===== src/rtl/mux_scan_sequencer.sv =====
// Walks the enabled channels of a 4:1 mux, holding each address SETTLE_CYCLES edges before sampling.
// Frame ready k*SETTLE_CYCLES edges after start; unaccepted words are overwritten with sticky overrun.
module mux_scan_sequencer #(
   parameter int SETTLE_CYCLES = 2,
   parameter bit CONTINUOUS    = 1'b0
) (
   input  logic       i_clk,
   input  logic       i_reset,
   input  logic       i_start,
   input  logic       i_stop,
   input  logic [3:0] i_chan_mask,
   input  logic       i_mux_out,
   output logic       o_address0,
   output logic       o_address1,
   output logic [3:0] o_word,
   output logic       o_word_valid,
   input  logic       i_word_ready,
   output logic       o_busy,
   output logic       o_overrun
);
   localparam int            CW   = $clog2(SETTLE_CYCLES + 1);
   localparam logic [CW-1:0] LOAD = CW'(SETTLE_CYCLES);

   typedef enum logic {IDLE, SETTLE} state_t;

   state_t        r_state;
   logic [3:0]    r_mask_q;
   logic [3:0]    r_capture;
   logic [3:0]    r_word;
   logic [1:0]    r_ch;
   logic [CW-1:0] r_cnt;
   logic          r_word_valid;
   logic          r_overrun;

   logic          w_busy;
   logic          w_accept;
   logic          w_sample;
   logic          w_done;
   logic          w_has_next;
   logic [1:0]    w_next_ch;
   logic [3:0]    w_cap_merged;

   function automatic logic [1:0] f_lowest(input logic [3:0] m);
      logic [1:0] ch;
      ch = 2'd0;
      for (int i = 3; i >= 0; i--) begin
         if (m[i]) ch = 2'(i);
      end
      return ch;
   endfunction

   assign w_busy   = (r_state != IDLE) | r_word_valid;
   assign w_accept = (r_state == IDLE) & i_start & ~i_stop & ~w_busy & (|i_chan_mask);
   assign w_sample = (r_state == SETTLE) & ~i_stop & (r_cnt == CW'(1));
   assign w_done   = w_sample & ~w_has_next;

   // Downward scan leaves the lowest enabled channel above the current one.
   always_comb begin
      w_has_next = 1'b0;
      w_next_ch  = 2'd0;
      for (int i = 3; i >= 0; i--) begin
         if (r_mask_q[i] && (2'(i) > r_ch)) begin
            w_has_next = 1'b1;
            w_next_ch  = 2'(i);
         end
      end
   end

   always_comb begin
      w_cap_merged       = r_capture;
      w_cap_merged[r_ch] = i_mux_out;
   end

   always_ff @(posedge i_clk or posedge i_reset) begin
      if (i_reset) begin
         r_state      <= IDLE;
         r_mask_q     <= 4'd0;
         r_capture    <= 4'd0;
         r_word       <= 4'd0;
         r_ch         <= 2'd0;
         r_cnt        <= '0;
         r_word_valid <= 1'b0;
         r_overrun    <= 1'b0;
      end else begin
         // A completing frame takes priority over consumption so valid stays high.
         if (w_done) begin
            r_word       <= w_cap_merged;
            r_word_valid <= 1'b1;
            if (r_word_valid && !i_word_ready) r_overrun <= 1'b1;
         end else if (r_word_valid && i_word_ready) begin
            r_word_valid <= 1'b0;
         end

         case (r_state)
            IDLE: begin
               if (w_accept) begin
                  r_mask_q  <= i_chan_mask;
                  r_capture <= 4'd0;
                  r_ch      <= f_lowest(i_chan_mask);
                  r_cnt     <= LOAD;
                  r_state   <= SETTLE;
               end
            end
            SETTLE: begin
               if (i_stop) begin
                  r_state   <= IDLE;
                  r_capture <= 4'd0;
               end else if (w_sample) begin
                  if (w_has_next) begin
                     r_capture <= w_cap_merged;
                     r_ch      <= w_next_ch;
                     r_cnt     <= LOAD;
                  end else if (CONTINUOUS) begin
                     r_capture <= 4'd0;
                     r_ch      <= f_lowest(r_mask_q);
                     r_cnt     <= LOAD;
                  end else begin
                     r_capture <= w_cap_merged;
                     r_cnt     <= '0;
                     r_state   <= IDLE;
                  end
               end else begin
                  r_cnt <= r_cnt - 1'b1;
               end
            end
            default: r_state <= IDLE;
         endcase
      end
   end

   assign o_address0   = r_ch[0];
   assign o_address1   = r_ch[1];
   assign o_word       = r_word;
   assign o_word_valid = r_word_valid;
   assign o_busy       = w_busy;
   assign o_overrun    = r_overrun;
endmodule


===== config.mk =====
export PLATFORM = sky130hd
export DESIGN_NAME = mux_scan_sequencer
export DESIGN_NICKNAME = d
export VERILOG_FILES = /design/src/rtl/mux_scan_sequencer.sv
export SDC_FILE = /design/constraint.sdc
export NUM_CORES = 1
export LEC_CHECK = 0
export CORE_ASPECT_RATIO = 1.5
export CORE_UTILIZATION = 25
export CTS_CLUSTER_SIZE = 14
export DETAILED_ROUTE_END_ITERATION = 6
export PLACE_DENSITY_LB_ADDON = 0.1
export SLEW_MARGIN = 20
export SYNTH_ARGS = -nofsm -noshare
export SYNTH_HDL_FRONTEND = slang
export SYNTH_SLANG_ARGS = --single-unit

===== constraint.sdc =====
create_clock -name i_clk -period 2.7 [get_ports i_clk]
set_clock_uncertainty 0.2 [all_clocks]
set_input_delay 0.405 -clock i_clk [delete_from_list [all_inputs] [get_ports i_clk]]
set_output_delay 0.405 -clock i_clk [all_outputs]
set_load 0.005 [all_outputs]

==> results.yml, run 1 <==
run_status:
  status: "complete, no violations"
sta:
  setup_viol: 0
  fin_crit_ps: 2170
  relSlewSlack_pct: 52.5
  finalSetupTns_ps: 0
  rsz0062_at_grt: "no"
  timing.final.ws_setup_ps: 526
  maxSlewViolCount: 0
  tightestPinTransition_ps: 711
  hold_viol_final: 0
  max_freq_ghz: 0.460
  fin_crit_sh_pct: 80.5
floorplanning:
  io_pins: 19
  start_util_pct: 26.3
  die_y_um: 78.6
  die-area_um2: 4170
  coreArea_um2: 3720
  rows: 27
  die_x_um: 53.1
yosys:
  synth_edf_count: 0
  seq_area_frac_synth_pct: 46.0
  synthTopCellsByArea: "dfrtp_1, mux2_2, o21ai_0"
  yosysMostFrequentCell: "dfrtp_1"
  netlist_area_um2: 978
  ys.flop_type: "dfrtp_1"
  ys_ff_latch: 18
  synth_top_cell_by_area: "dfrtp_1"
  syn-num-nets: 102
  synth_common_cells: "dfrtp_1, o21ai_0, mux2_2"
  syn_area_per_cell_um2: 10.8
  synth_cells: 91
  synth.distinct_cells: 35
  async_flop_share_pct: 100
  ys_warn_count: 0
  yosys.area.top_type_share_pct: 46.0
worst_setup_path:
  crit_type: "register to output pin"
  critPathArrivalTime_ps: 1570
  cp_max_fo: 14
  end_kind: "output pin"
  cp-start-kind: "register"
  required_ps: 2100
place:
  io_buffers: 18
  place.gp.congestion: 0.717
  dp_hpwl_um: 1690
  preCtsSetupSlack_ps: 384
clock_tree:
  cts_sinks: 18
  insertion_delay_ps: 260
  cts_tree: "done"
  clk_pin_slew_ps: 70
  cts_hold_buf: 0
  htreeDepth: 1
  cts_root_buf: "clkbuf_8"
  numCtsBuffers: 3
  cts_buffer_depth: 2
  post_cts_resized: 0
  postCtsSetupBuffers: 0
cells_and_area:
  areaGrowthSynthToFinish_pct: 30.1
  nNetsFinal: 125
  fin_util_pct: 34.2
  n_antenna_cell: 0
  drive_gt1_share_pct: 18.6
route:
  drt-total-wl_um: 2320
  drt-vias-per-instance: 5.07
  drtAntennaViolNets: 0
  dr.pass1.iters: 4
  wl_per_cell_um: 14.9
  drt_iter0_markers: 9
  drc_errors: 0
  via_count: 791
min_path:
  hp-class: "register to register"
power_and_ir_drop:
  power-per-cell-area_nw_per_um2: 643
  p_leak_nw: 0.563
  ir_drop_mv: 0.268
grt:
  grt.overflow.total: 0
  antenna_found_initial: 0
  grt_max_degree: 19
  track_usage_pct: 12.3
  grt_pass1_wl_um: 3770
  grt_pass1_vias: 814
run:
  max_cap_violations: 0
[metal layers]
| layer | wire (um) | vias up | share of wire (%) | track usage, % |
|---|---|---|---|---|
| li1 | - | 383 | - | - |
| met5 | 0 | - | 0 | 0 |
| met4 | 80 | 0 | 3.4 | 7.89 |
| met2 | 1080 | 23 | 47 | 18.1 |
| met3 | 117 | 9 | 5.0 | 2.52 |
| met1 | 1040 | 376 | 45 | 15.9 |
[metrics by stage]
step / instance area [um2] / cells / total power [mW] / hold WS, ps
finish: 1270 / 156 / 0.819 / 279
global route: 1270 / 156 / 0.874 / 304
CTS: 1270 / 156 / 0.834 / 286
detailed placement: 1220 / 152 / 0.604 / 274
global placement: 1220 / 152 / 0.605 / 258
floorplan: 978 / 91 / 0.503 / 144
[final timing paths]
path,startpoint,end,slack (ps),cells after the start
worst max register to register,r_cnt[1],o_word[1],550,6
worst min register to register,o_overrun,o_overrun,280,1
worst max-delay path,r_state,o_busy,530,2
worst min-delay path,o_overrun,o_overrun,280,1
min in group asynchronous,i_reset,r_cnt[1],360,2
max in group asynchronous,i_reset,r_ch[0],1490,2
[registers in the layout (all words and copies together), names as in the netlist]
name / count
o_overrun: 1
o_word: 4
o_word_valid: 1
r_capture: 4
r_ch: 2
r_cnt: 2
r_mask_q: 3
r_state: 1
[cell usage in the layout (no fill, tap or decap), drive strengths merged, types with 3 or more instances in the layout]
cell type,synthesis,layout
clkdlybuf4s50,0,18
dfrtp,18,18
mux2,10,10
o21ai,9,9
inv,6,6
nor2,6,6
a22o,5,5
a21oi,4,4
clkbuf,0,4
nand2,3,3
o21a,3,3
[worst max-delay path, cell delays in order (launching register included)]
cell	delay [ps]
dfrtp_1	530
or2_2	340
clkdlybuf4s50_1	450
[layout make-up]
class,instances,area [um2]
Tap cell,43,53.8
Multi-Input combinational cell,65,495
Sequential cell,18,450
Timing Repair Buffer,20,195
Fill cell,407,2440
Inverter,6,22.5
Clock buffer,4,55.1
[logic make-up (layout without fill, tap and decap cells)]
family                   count (synthesis)  after routing  share of synthesized area, %
AO/OA/AOI/OAI                           32             32                          23.0
AND/OR/NAND/NOR                         22             22                          14.8
flip-flops                              18             18                          46.0
multiplexers                            10             10                          11.5
buffers and inverters                    8             30                          3.32
adder cells (fa/ha/maj)                  1              1                          1.28
[power breakdown]
group	switching, mW	internal, mW	leakage (nW)
registers	0.0600	0.306	0.237
clock network	0.0952	0.130	0.0288
logic	0.0939	0.134	0.297
No activity file was read; power rests on OpenSTA's default activity.
==> inputs of run 2 (changes only) <==
==> constraint.sdc (replaced) <==
create_clock -name i_clk -period 2.1 [get_ports i_clk]
set_clock_uncertainty 0.2 [all_clocks]
set_input_delay 0.315 -clock i_clk [delete_from_list [all_inputs] [get_ports i_clk]]
set_output_delay 0.315 -clock i_clk [all_outputs]
set_load 0.005 [all_outputs]
==> run 2 against run 1 <==
Compared with the run above:
- global-route usage is 1.3 points higher
- critical path depth stayed put
- sequential power is 26% higher
- highest routed layer unchanged
- count of clock-buffer cells in the layout stayed put
- clock power is 30% higher
- via count is 7.2% higher
- first-iteration DRC count is 22% lower
- critical endpoint unchanged
- critical path type unchanged
- total power is 33% higher
- worst setup slack worse by 400 ps
- design area is 7.1% higher
==> results.yml, run 2 (same netlist as run 1, synthesis figures left out) <==
run_status:
  status: "complete, no violations"
worst_setup_path:
  required_ps: 1580
  crit_family: "flip-flops"
  cp_slowest_cell: "dfrtp_1"
  cpPeakStageDelay_ps: 450
  critPathArrivalTime_ps: 1460
  reg2reg_slack_ps: 270
  cp-start-kind: "register"
  timing.rr.end: "o_word[1]"
  crit_type: "register to output pin"
  r2r_start: "r_ch[1]"
  critical_path_buf_inv_count: 1
  startpoint: "o_word_valid"
  cp_max_fo: 6
  worstRegToRegCells: 4
  end_kind: "output pin"
  cp_cell_sequence: "or2_2 > clkdlybuf4s50_1"
clock_tree:
  cts_sinks: 18
  clk_pin_slew_ps: 70
  post_cts_resized: 0
  cts_root_buf: "clkbuf_8"
  htreeDepth: 1
  insertion_delay_ps: 260
  cts_buffer_depth: 2
  numCtsBuffers: 3
  postCtsSetupBuffers: 0
  cts_tree: "done"
  cts_hold_buf: 0
place:
  io_buffers: 18
  place.gp.congestion: 0.645
  place_area_um2: 1310
  place_inst: 164
  dp_hpwl_um: 1890
power_and_ir_drop:
  p_sw_uw: 335
  p_total_mw: 1.09
  p_sw_share_pct: 30.7
  p_int_uw: 756
  p_leak_nw: 0.623
  p_comb_share_pct: 30.8
  power.share.clock_pct: 26.9
  seqPwrFrac_pct: 42.4
  power-per-cell-area_nw_per_um2: 801
  ir_drop_mv: 0.297
sta:
  fin_crit_sh_pct: 94.1
  relSlewSlack_pct: 75.7
  setup_viol: 0
  rsz0062_at_grt: "no"
  maxSlewViolCount: 0
  hold_viol_final: 0
  finalSetupTns_ps: 0
  tightestPinTransition_ps: 364
  worst_hold_slack_ps: 170
  fin_crit_ps: 1980
  max_freq_ghz: 0.506
route:
  wl_per_cell_um: 14.9
  drc_errors: 0
  highest_layer: "met4"
  drt-vias-per-instance: 5.05
  drt-total-wl_um: 2510
  wl_met2_um: 1310
  via_count: 848
  met3_length_um: 76
  dr.pass1.iters: 4
  routedLengthMet1_um: 1080
  drt_iter0_markers: 7
  drtAntennaViolNets: 0
cells_and_area:
  areaGrowthSynthToFinish_pct: 39.3
  drive_gt1_share_pct: 26.4
  nNetsFinal: 137
  final_cell_mix: "clkdlybuf4s50_1, dfrtp_1, buf_4, o21ai_0, mux2_2"
  n_antenna_cell: 0
  final_cell_count_no_fill: 168
  stdcell_area_um2: 1360
floorplanning:
  start_util_pct: 26.3
  io_pins: 19
  coreArea_um2: 3720
  die-area_um2: 4170
  die_x_um: 53.1
  die_y_um: 78.6
  rows: 27
grt:
  track_usage_pct: 13.6
  grt.overflow.total: 0
  grt_pass1_wl_um: 4150
  antenna_found_initial: 0
  grt_pass1_vias: 887
  grt_max_degree: 19
run:
  max_cap_violations: 0
min_path:
  hp-class: "input port to asynchronous set/reset pin"
[run 2: changes by cell type in the layout (fill, tap and decap cells not counted), sizes merged]
cell / before / now
buf: 2 / 14
[run 2: how the worst max path moves through the flow]
stage	endpoint	slack [ps]	depth (start not counted)
after floorplan	o_word[0]	260	6
after global placement	r_ch[1]	-60	5
after detailed placement	r_ch[1]	-90	5
after CTS	o_busy	110	2
after global routing	o_busy	70	2
final	o_busy	120	2
[run 2: final cells by class]
class                           instances  area [um2]
Inverter                                6        22.5
Timing Repair Buffer                   32         285
Sequential cell                        18         450
Clock buffer                            4        55.1
Tap cell                               43        53.8
Fill cell                             405        2350
Multi-Input combinational cell         65         495
[run 2: metal layers]
metal	up-vias	track usage, %
met1	422	15.8
met2	16	23.5
li1	406	-
met4	0	5.53
met3	4	2.52
met5	-	0
[run 2: tightest hold or removal path, stage by stage]
cell             delay, ps
clkdlybuf4s50_1        390
inv_1                   50
buf_4                  250
[run 2: power by group through the flow]
stage	clock network, mW	logic, mW	registers, mW
2_1_floorplan	0	0.205	0.442
3_3_place_gp	0	0.336	0.470
3_5_place_dp	0	0.337	0.470
4_1_cts	0.303	0.339	0.464
5_1_grt	0.316	0.372	0.474
6_report	0.293	0.336	0.462
[run 2: through the flow]
step / util, % / worst slack (ps)
after global placement: 35.2 / -59.5
final: 36.7 / 125
after global routing: 36.7 / 68.5
after CTS: 36.7 / 108
after floorplan: - / 260
after detailed placement: 35.2 / -88.8
==> inputs of run 3 (changes only) <==
--- a/config.mk
+++ b/config.mk
@@ -5,6 +5,8 @@
 export SDC_FILE = /design/constraint.sdc
 export NUM_CORES = 1
 export LEC_CHECK = 0
+export CELL_PAD_IN_SITES_DETAIL_PLACEMENT = 1
+export CELL_PAD_IN_SITES_GLOBAL_PLACEMENT = 2
 export CORE_ASPECT_RATIO = 1.5
 export CORE_UTILIZATION = 25
 export CTS_CLUSTER_SIZE = 14
==> run 3 against run 2 <==
Compared with the run above:
- first-iteration DRC count down 57%
- design area unchanged
- worst setup slack got worse by 5.4 ps
- count of clock-buffer cells in the layout is the same
- non-clock buffer count unchanged
- hold slack gained 6.7 ps
- sequential cell count unchanged
- via count fell by 0.24%
- critical path type unchanged
- largest cell class unchanged
- largest power group unchanged
- highest routed layer unchanged
==> results.yml, run 3 (same netlist as run 1, synthesis figures left out) <==
clock_tree:
  htreeDepth: 1
  cts_tree: "done"
  post_cts_resized: 0
  insertion_delay_ps: 250
  cts_hold_buf: 0
  clk_pin_slew_ps: 70
  cts_root_buf: "clkbuf_8"
  postCtsSetupBuffers: 0
  numCtsBuffers: 3
  cts_buffer_depth: 2
  cts_sinks: 18
sta:
  fin_crit_sh_pct: 94.3
  rsz0062_at_grt: "no"
  relSlewSlack_pct: 80.4
  setup_viol: 0
  maxSlewViolCount: 0
  hold_viol_final: 0
  fin_crit_ps: 1980
  max_freq_ghz: 0.505
  tightestPinTransition_ps: 294
route:
  drt-total-wl_um: 2570
  drc_errors: 0
  via_count: 846
  drt-vias-per-instance: 5.04
  drt_iter0_markers: 3
  wl_per_cell_um: 15.3
  drtAntennaViolNets: 0
  dr.pass1.iters: 4
cells_and_area:
  nNetsFinal: 137
  drive_gt1_share_pct: 26.4
  fin_util_pct: 36.7
  final_cell_mix: "clkdlybuf4s50_1, dfrtp_1, buf_4, o21ai_0, mux2_2"
  multi_input_area_um2: 495
  n_antenna_cell: 0
  seqCellArea_um2: 450
  fillers: 444
  areaGrowthSynthToFinish_pct: 39.3
worst_setup_path:
  end_kind: "output pin"
  required_ps: 1580
  startpoint: "o_word_valid"
  cpPeakStageDelay_ps: 450
  critPathArrivalTime_ps: 1470
  cp_cell_sequence: "or2_2 > clkdlybuf4s50_1"
  cp_slowest_cell: "dfrtp_1"
  cp-start-kind: "register"
  timing.rr.end: "o_word[0]"
  cp_max_fo: 6
  crit_type: "register to output pin"
  r2r_start: "r_cnt[1]"
  reg2reg_slack_ps: 300
  worstRegToRegCells: 6
grt:
  track_usage_pct: 14.4
  antenna_found_initial: 0
  grt_max_degree: 19
  grt.overflow.total: 0
  grt_pass1_vias: 924
  grt_pass1_wl_um: 4260
floorplanning:
  start_util_pct: 26.3
  die_x_um: 53.1
  coreArea_um2: 3720
  die-area_um2: 4170
  die_y_um: 78.6
  io_pins: 19
  rows: 27
power_and_ir_drop:
  seqPwrFrac_pct: 42.1
  p_int_uw: 756
  ir_drop_mv: 0.460
  p_sw_share_pct: 30.7
  p_leak_nw: 0.623
  power-per-cell-area_nw_per_um2: 801
  p_comb_share_pct: 31.3
  p_sw_uw: 336
  p_total_mw: 1.09
  power.share.clock_pct: 26.6
min_path:
  hp-class: "input port to asynchronous set/reset pin"
run:
  max_cap_violations: 0
place:
  place.gp.congestion: 0.699
  io_buffers: 18
  dp_hpwl_um: 1980
run_status:
  status: "complete, no violations"
[run 3: cell counts in the layout (fill, tap and decap cells not counted)]
No cell type changed its count.
[run 3: area by class of cell]
cell class | instances | share of cell area [%]
sequential | 18 | 33.1
tap | 43 | 3.95
multi-input combinational | 65 | 36.4
clock buffer | 4 | 4.04
inverter | 6 | 1.65
timing repair buffer | 32 | 20.9
[run 3: critical path, delay by kind of cell, from the launching register on]
| family | cells | cell delay (ps) |
|---|---|---|
| and+or+nand+nor | 1 | 320 |
| DFF | 1 | 450 |
| buffers and inverters | 1 | 440 |
[run 3: routing by layer]
| metal | vias to the layer above | GRT usage (%) | share of wire (%) |
|---|---|---|---|
| met5 | - | 0 | 0 |
| li1 | 410 | - | - |
| met3 | 2 | 2.33 | 2.4 |
| met2 | 13 | 25.1 | 53 |
| met4 | 0 | 7.11 | 1.5 |
| met1 | 421 | 16.2 | 43 |
[run 3: per-stage QoR]
step	setup TNS [ps]	area, um2	worst slack, ps	hold WS, ps	std cells
2_1_floorplan	0	978	260	53.6	91
3_3_place_gp	-159	1310	-65.8	261	164
3_5_place_dp	-225	1310	-101	270	164
4_1_cts	0	1360	108	179	168
5_1_grt	0	1360	77.1	216	168
6_report	0	1360	119	176	168
[run 3: worst max path at each step]
stage | end | slack, ps | cells after the start
2_1_floorplan | o_word[0] | 260 | 6
3_3_place_gp | r_ch[0] | -70 | 5
3_5_place_dp | r_ch[1] | -100 | 5
4_1_cts | o_busy | 110 | 2
5_1_grt | o_busy | 80 | 2
6_report | o_busy | 120 | 2
[run 3: power by group through the flow]
| stage | logic, mW | registers, mW | clock network [mW] |
|---|---|---|---|
| CTS | 0.347 | 0.462 | 0.301 |
| finish | 0.341 | 0.460 | 0.290 |
| detailed placement | 0.345 | 0.469 | 0 |
| global route | 0.382 | 0.471 | 0.313 |
| global placement | 0.342 | 0.466 | 0 |
| floorplan | 0.205 | 0.442 | 0 |
